`src/rtl/arbiter_req_queue_bank_if.sv`:
```
// Bundle of the queue-bank signals: the enqueue side, the request vector
// going to the arbiter, the grant coming back, and the dequeue output.
//   enq_valid_by_req / enq_data_by_req : per-requester push request and payload
//   enq_ready_by_req                   : per-requester "queue not full"
//   req_vec                            : per-requester "queue not empty"
//   ack_one_hot                        : arbiter grant
//   deq_valid / deq_data / deq_index   : entry popped this cycle
// The slave modport is the queue bank; master is whoever drives it.
interface arbiter_req_queue_bank_if #(
    parameter int REQUESTER_COUNT     = 4,
    parameter int LOG_REQUESTER_COUNT = 2,
    parameter int DATA_WIDTH          = 32
);
    logic [REQUESTER_COUNT-1:0]                 enq_valid_by_req;
    logic [REQUESTER_COUNT-1:0][DATA_WIDTH-1:0] enq_data_by_req;
    logic [REQUESTER_COUNT-1:0]                 enq_ready_by_req;
    logic [REQUESTER_COUNT-1:0]                 req_vec;
    logic [REQUESTER_COUNT-1:0]                 ack_one_hot;
    logic                                       deq_valid;
    logic [DATA_WIDTH-1:0]                      deq_data;
    logic [LOG_REQUESTER_COUNT-1:0]             deq_index;

    modport slave (
        input  enq_valid_by_req,
        input  enq_data_by_req,
        input  ack_one_hot,
        output enq_ready_by_req,
        output req_vec,
        output deq_valid,
        output deq_data,
        output deq_index
    );

    modport master (
        output enq_valid_by_req,
        output enq_data_by_req,
        output ack_one_hot,
        input  enq_ready_by_req,
        input  req_vec,
        input  deq_valid,
        input  deq_data,
        input  deq_index
    );
endinterface

```
`src/rtl/arbiter_req_queue_bank.sv`:
```
// Per-requester FIFO bank sitting in front of a round-robin arbiter.
// Each requester owns a QUEUE_DEPTH-entry queue; the non-empty vector is
// offered to the arbiter as req_vec, and the head of the queue named by the
// arbiter's one-hot grant is popped and forwarded in the same cycle.
// Ports:
//   clk : clock, all state updates on posedge
//   rst : asynchronous active-high reset, clears all queue pointers
//   bus : arbiter_req_queue_bank_if.slave (enqueue, req_vec, ack, dequeue)
module arbiter_req_queue_bank #(
    parameter int REQUESTER_COUNT     = 4,
    parameter int LOG_REQUESTER_COUNT = 2,
    parameter int DATA_WIDTH          = 32,
    parameter int QUEUE_DEPTH         = 4,
    parameter int LOG_QUEUE_DEPTH     = 2
) (
    input  logic                          clk,
    input  logic                          rst,
    arbiter_req_queue_bank_if.slave       bus
);
    // Pointers carry one extra wrap bit so full and empty are distinguishable.
    localparam int               PTR_W   = LOG_QUEUE_DEPTH + 1;
    localparam logic [PTR_W-1:0] PTR_ONE = PTR_W'(1);
    localparam logic [REQUESTER_COUNT-1:0] REQ_ONE = REQUESTER_COUNT'(1);

    logic [PTR_W-1:0]      rd_ptr    [REQUESTER_COUNT];
    logic [PTR_W-1:0]      wr_ptr    [REQUESTER_COUNT];
    logic [DATA_WIDTH-1:0] entry_ram [REQUESTER_COUNT][QUEUE_DEPTH];

    logic [REQUESTER_COUNT-1:0]     full;
    logic [REQUESTER_COUNT-1:0]     empty;
    logic [REQUESTER_COUNT-1:0]     push;
    logic [REQUESTER_COUNT-1:0]     pop;
    logic                           ack_is_one_hot;
    logic                           deq_fire;
    logic [LOG_REQUESTER_COUNT-1:0] ack_index;

    // Queue status comes from registered pointers only, so a push is never
    // visible in req_vec during the cycle it is made.
    always_comb begin
        full  = '0;
        empty = '0;
        for (int i = 0; i < REQUESTER_COUNT; i++) begin
            empty[i] = (rd_ptr[i] == wr_ptr[i]);
            full[i]  = (rd_ptr[i][LOG_QUEUE_DEPTH-1:0] == wr_ptr[i][LOG_QUEUE_DEPTH-1:0]) &&
                       (rd_ptr[i][LOG_QUEUE_DEPTH] != wr_ptr[i][LOG_QUEUE_DEPTH]);
        end
    end

    // x & (x-1) clears the lowest set bit; zero result on a non-zero x means
    // exactly one bit was set.
    always_comb begin
        ack_is_one_hot = (bus.ack_one_hot != '0) &&
                         ((bus.ack_one_hot & (bus.ack_one_hot - REQ_ONE)) == '0);
        ack_index = '0;
        for (int i = 0; i < REQUESTER_COUNT; i++) begin
            if (bus.ack_one_hot[i]) begin
                ack_index = LOG_REQUESTER_COUNT'(i);
            end
        end
    end

    // Multi-hot acks and acks naming an empty queue pop nothing.
    always_comb begin
        deq_fire = ack_is_one_hot && ((bus.ack_one_hot & ~empty) != '0);
        pop      = deq_fire ? bus.ack_one_hot : '0;
        push     = bus.enq_valid_by_req & ~full;
    end

    always_comb begin
        bus.enq_ready_by_req = ~full;
        bus.req_vec          = ~empty;
        bus.deq_valid        = deq_fire;
        bus.deq_index        = deq_fire ? ack_index : '0;
        bus.deq_data         = deq_fire ?
                               entry_ram[ack_index][rd_ptr[ack_index][LOG_QUEUE_DEPTH-1:0]] : '0;
    end

    always_ff @(posedge clk or posedge rst) begin
        if (rst) begin
            for (int i = 0; i < REQUESTER_COUNT; i++) begin
                rd_ptr[i] <= '0;
                wr_ptr[i] <= '0;
            end
        end else begin
            for (int i = 0; i < REQUESTER_COUNT; i++) begin
                if (push[i]) begin
                    wr_ptr[i] <= wr_ptr[i] + PTR_ONE;
                end
                if (pop[i]) begin
                    rd_ptr[i] <= rd_ptr[i] + PTR_ONE;
                end
            end
        end
    end

    // Entry storage is data only and is deliberately left out of reset.
    always_ff @(posedge clk) begin
        for (int i = 0; i < REQUESTER_COUNT; i++) begin
            if (push[i]) begin
                entry_ram[i][wr_ptr[i][LOG_QUEUE_DEPTH-1:0]] <= bus.enq_data_by_req[i];
            end
        end
    end
endmodule

```
`src/flat_wrapper.sv`:
```
// flat-port wrapper written by rule: the top's interface ports become plain ports
module arbiter_req_queue_bank_flat 
#(
    parameter int REQUESTER_COUNT     = 4,
    parameter int LOG_REQUESTER_COUNT = 2,
    parameter int DATA_WIDTH          = 32,
    parameter int QUEUE_DEPTH         = 4,
    parameter int LOG_QUEUE_DEPTH     = 2
)
  (clk, rst, bus_enq_valid_by_req, bus_enq_data_by_req, bus_ack_one_hot, bus_enq_ready_by_req, bus_req_vec, bus_deq_valid, bus_deq_data, bus_deq_index);
  arbiter_req_queue_bank_if #(.REQUESTER_COUNT(REQUESTER_COUNT), .LOG_REQUESTER_COUNT(LOG_REQUESTER_COUNT), .DATA_WIDTH(DATA_WIDTH)) bus_i ();
  input  logic clk;
  input  logic rst;
  input wire logic [$bits(bus_i.enq_valid_by_req)-1:0] bus_enq_valid_by_req;
  input wire logic [$bits(bus_i.enq_data_by_req)-1:0] bus_enq_data_by_req;
  input wire logic [$bits(bus_i.ack_one_hot)-1:0] bus_ack_one_hot;
  output wire logic [$bits(bus_i.enq_ready_by_req)-1:0] bus_enq_ready_by_req;
  output wire logic [$bits(bus_i.req_vec)-1:0] bus_req_vec;
  output wire logic [$bits(bus_i.deq_valid)-1:0] bus_deq_valid;
  output wire logic [$bits(bus_i.deq_data)-1:0] bus_deq_data;
  output wire logic [$bits(bus_i.deq_index)-1:0] bus_deq_index;
  assign bus_i.enq_valid_by_req = bus_enq_valid_by_req;
  assign bus_i.enq_data_by_req = bus_enq_data_by_req;
  assign bus_i.ack_one_hot = bus_ack_one_hot;
  assign bus_enq_ready_by_req = bus_i.enq_ready_by_req;
  assign bus_req_vec = bus_i.req_vec;
  assign bus_deq_valid = bus_i.deq_valid;
  assign bus_deq_data = bus_i.deq_data;
  assign bus_deq_index = bus_i.deq_index;
  arbiter_req_queue_bank #(.REQUESTER_COUNT(REQUESTER_COUNT), .LOG_REQUESTER_COUNT(LOG_REQUESTER_COUNT), .DATA_WIDTH(DATA_WIDTH), .QUEUE_DEPTH(QUEUE_DEPTH), .LOG_QUEUE_DEPTH(LOG_QUEUE_DEPTH)) u_core (.clk(clk), .rst(rst), .bus(bus_i));
endmodule
```
`config.mk`:
```
export PLATFORM = sky130hd
export DESIGN_NAME = arbiter_req_queue_bank_flat
export DESIGN_NICKNAME = d
export VERILOG_FILES = /design/src/rtl/arbiter_req_queue_bank_if.sv /design/src/rtl/arbiter_req_queue_bank.sv /design/src/flat_wrapper.sv
export SDC_FILE = /design/constraint.sdc
export NUM_CORES = 1
export LEC_CHECK = 0
export CORE_UTILIZATION = 43
export CTS_BUF_LIST = sky130_fd_sc_hd__clkbuf_4
export DETAILED_ROUTE_END_ITERATION = 10
export GPL_TIMING_DRIVEN = 0
export PLACE_DENSITY = 0.7
export SLEW_MARGIN = 20
export SYNTH_ARGS = -nofsm -noshare
export SYNTH_HDL_FRONTEND = slang
export SYNTH_SLANG_ARGS = --single-unit
```
`constraint.sdc`:
```
create_clock -name clk -period 4 [get_ports clk]
set_clock_uncertainty 0.2 [all_clocks]
set_input_delay 0.4 -clock clk [delete_from_list [all_inputs] [get_ports clk]]
set_output_delay 0.4 -clock clk [all_outputs]
set_load 0.005 [all_outputs]
```
==> results <==
- Clock tree synthesis found a total of approximately 540 sinks.
- The number of warnings reported in the yosys synthesis log is 0.
- The max-slew headroom at the worst pin is between 30% and 40%.
- Counting flops and latches in the post-synthesis netlist gives about 540.
- The TritonCTS clock tree is yes.
- The number of nets handed over by synthesis was between 1000 and 1500.
- The count of H-tree levels built during CTS is 4.
- The power density over the cells is roughly 630 nW/um2.
- At the worst endpoint, the required time is 3.40 ns.
- The static leakage is 0.00936 uW.
- Global routing used roughly 26% of the available tracks.
- The mean post-synth cell area is between 15 and 20 um2.
- After legalization and detailed placement, the total HPWL measured between 30 and 40 mm.
- The flow ran to the end, and the final reports show no timing, DRC or antenna violations.
- The chip width is ~220 um.
- The switching part of the total power is 31.5%.
- The largest net degree at the start of global routing is 34.
- The share of total power dissipated in sequential elements is ~47%.
- STA classifies the critical path endpoint as an output pin.
- The internal portion of the total power is 11600 uW.
- The path class of the tightest hold or removal check is primary input to flop.
- After the last flow step, the layout net total stands at 1824.
- In this run the worst path has a maximum fanout of 10.
- The first-iteration detailed-routing DRC count is 1891.
- The number of buffers inserted during clock tree synthesis is between 100 and 150.
- Grouping stages by cell kind, the critical path spends the most delay in buffers and inverters.
- After detailed routing, the average wire length per cell comes to approximately 27 um.
- The slowest library cell on the worst path is sky130_fd_sc_hd__clkbuf_1.
- The root buffer cell chosen for the clock tree is sky130_fd_sc_hd__clkbuf_4.
- For this configuration, the core starts out at a cell density of between 40% and 50%.
- The number of max-slew violations in the final report was 0.
- Together, buffers and inverters on the worst path number 5.
- The congestion estimate from routability-driven global placement came to about 0.82.
- The maximum clock insertion buffer count is 3.
- The number of DRC violations after detailed routing is 0.
- The ratio of routed vias to standard cells is just under 6.
- The worst register-to-register path begins at u_core.wr_ptr[10].
- The count of cell types in the netlist is 36.
- The critical path launch point is bus_ack_one_hot[2].
- The count of endpoints failing hold in the final timing report is 0.
- From bottom edge to top edge, the die measures roughly 220 um.
- The number of top-level design ports is roughly 180.
- The portion of total power attributed to combinational logic is roughly a quarter.
- The async set-or-reset flop fraction in the synthesized netlist is roughly 4.5%.
- The shortest period the worst path allows is approximately 4.0 ns.
- The area growth from synthesis to final layout is 28.4%.
- The count of buffers added on input and output ports is between 150 and 200.
- In this run the core area contains 80 standard-cell rows.
- The number of flops mapped to enable cells by yosys is about 510.
- Dividing the final minimum period by the clock period gives 99.0%.
- Of the total power, the clock network draws 27.6%.
- The net switching power is about 5300 uW.
- The placeable core area is about 48000 um2.
- For this run, the register share of the synthesized area comes to 76.3%.
- The worst hold path begins at bus_enq_data_by_req[113].
- At the pin with the least slew margin, the transition time is about 0.95 ns.
- The via count of the first global-routing pass is 14300.
- Cells with a size suffix above 1 make up between 20% and 30% of the layout.
- The post-route total power is roughly 17000 uW.
- The worst setup path is launched from a primary input.
- After routing, the total negative slack on setup checks comes to 0 ns.
- The pre-antenna-repair detailed-routing pass consisted of 8 iterations.
- Data on the critical path arrives at its endpoint at ~3.4 ns.
- After detailed routing, the total wire length is 63.7 mm.
- The initial antenna violation count is 5.
- The later pin in the worst-skew pair is clocked with a latency of 0.85 ns.
- The signal on the critical path passes through clkdlybuf4s50_1, buf_4, nor2_1, clkbuf_1, clkbuf_2, a21oi_1, a21oi_1, a211oi_2, clkdlybuf4s50_1.
- Setup violations remaining at the end of the flow were counted as 0.
- The die covers between 40000 and 50000 um2.
- Fill cells in the final layout number approximately 3700.
- At the end of the flow the core is filled with cells to 56.2%.
- The gate count after technology mapping is approximately 1200.
- The final global-route overflow total is 0.
- The global-route wire length before repair is roughly 91 mm.
- Across all layers, the routed design uses around 14000 vias.
- The max-capacitance violation count is 0.
- The class of the most critical setup path is primary input to output pin.
- The clock transition time at the flip-flop clock pins of the worst setup and hold paths is 0.06 ns.
- The number of nets with antenna violations after routing is 0.
- The most used flip-flop cell after synthesis is sky130_fd_sc_hd__edfxtp_1.
- The largest vdd supply drop is around 0.42 mV.
- The upper clock frequency limit is between 200 and 300 MHz.
- The synthesized netlist occupies a cell area of ~21000 um2.
- The largest single stage delay on the critical path is 0.69 ns.
==> cell families after synthesis <==
kind of cell	count (synthesis)	share of synthesized area (%)
flops	536	76.3
compound gates	361	11.1
mux	139	6.73
buf+inv	93	2.07
simple gates	51	1.34
xor+xnor	29	1.21
fa+ha+maj	20	1.20
==> per-layer routing <==
layer	share of wire [%]	wire length (um)	GRT usage, %	vias up
met5	0.064	41	0	-
met4	3.6	2310	12.5	6
met3	11	7150	6.19	178
met2	47	29700	39.6	1074
met1	38	24500	33.9	6928
li1	-	-	-	5958
==> layout make-up <==
type | count | area, um2 | area share, %
inverter | 12 | 47.5 | 0.177
tap | 615 | 769 | 2.86
sequential | 536 | 16000 | 59.4
clock inverter | 43 | 310 | 1.15
clock buffer | 190 | 1430 | 5.30
buffer | 81 | 485 | 1.81
multi-input combinational | 601 | 4760 | 17.7
antenna | 2 | 5.00 | 0.0186
timing repair buffer | 297 | 3110 | 11.5
==> sequential cells by signal (all words and copies together), names as in the netlist <==
name / count
u_core.entry_ram: 512
u_core.rd_ptr: 12
u_core.wr_ptr: 12
==> path summary, 6_finish.rpt <==
path	cells past startpoint	end	slack (ns)
worst max-delay path	9	bus_deq_data[13]	0.04
max in group asynchronous	3	u_core.rd_ptr[0]	2.52
worst max register to register	6	u_core.entry_ram[0][55]	1.63
worst min register to register	1	u_core.wr_ptr[11]	0.29
worst min-delay path	1	u_core.entry_ram[3][113]	0.07
min in group asynchronous	3	u_core.wr_ptr[5]	0.42
==> layout by cell type (no fill, tap or decap), types with 20 or more instances in the layout <==
master	instances
sky130_fd_sc_hd__edfxtp_1	512
sky130_fd_sc_hd__clkbuf_4	200
sky130_fd_sc_hd__clkdlybuf4s50_1	178
sky130_fd_sc_hd__mux2i_1	129
sky130_fd_sc_hd__o22ai_1	128
sky130_fd_sc_hd__dlygate4sd3_1	103
sky130_fd_sc_hd__a211oi_1	101
sky130_fd_sc_hd__a21oi_1	97
sky130_fd_sc_hd__a211oi_2	26
sky130_fd_sc_hd__buf_2	24
sky130_fd_sc_hd__clkinv_1	24
sky130_fd_sc_hd__dfrtp_1	23
sky130_fd_sc_hd__buf_4	22
sky130_fd_sc_hd__ha_1	20
==> synth_stat cells (9+ instances only) <==
cell type                  number  area, um2
sky130_fd_sc_hd__edfxtp_1     512      15400
sky130_fd_sc_hd__mux2i_1      129       1290
sky130_fd_sc_hd__a211oi_1     128        961
sky130_fd_sc_hd__o22ai_1      128        801
sky130_fd_sc_hd__a21oi_1       97        485
sky130_fd_sc_hd__buf_2         44        220
sky130_fd_sc_hd__clkbuf_1      27        101
sky130_fd_sc_hd__dfrtp_1       24        601
sky130_fd_sc_hd__ha_1          20        250
sky130_fd_sc_hd__xor2_1        19        166
sky130_fd_sc_hd__and3_1        17        106
sky130_fd_sc_hd__inv_1         11       41.3
sky130_fd_sc_hd__xnor2_1       10       87.6
sky130_fd_sc_hd__nor2_1         9       33.8
==> stage by stage <==
step / hold WS (ns) / std cells / setup WS [ns] / instance area (um2)
global route: 0.0257 / 2377 / -0.00834 / 26900
finish: 0.0720 / 2377 / 0.0418 / 26900
global placement: 0.275 / 2023 / -0.423 / 23500
floorplan: 0.215 / 1229 / 1.70 / 20900
CTS: 0.00245 / 2372 / -0.00495 / 26800
detailed placement: 0.275 / 2034 / -0.480 / 23800
==> what timing repair did <==
item | 4_1_cts | 5_1_grt
pin swaps | 3 | 0
gates cloned | 1 | 0
buffers inserted | 1 | 3
resized for setup | 53 | 33
endpoints found under the hold margin | 404 | 0
hold buffers | 103 | 0
setup endpoints to repair | 35 | 27
==> power by group through the flow <==
stage / sequential, uW / combinational, uW / clock, uW
after floorplan: 8020 / 1970 / 0
after global placement: 8130 / 3580 / 0
after detailed placement: 8090 / 3880 / 0
after CTS: 7980 / 4130 / 4720
after global routing: 8080 / 4500 / 4980
final: 7990 / 4270 / 4670
(Power assumes the default switching activity.)
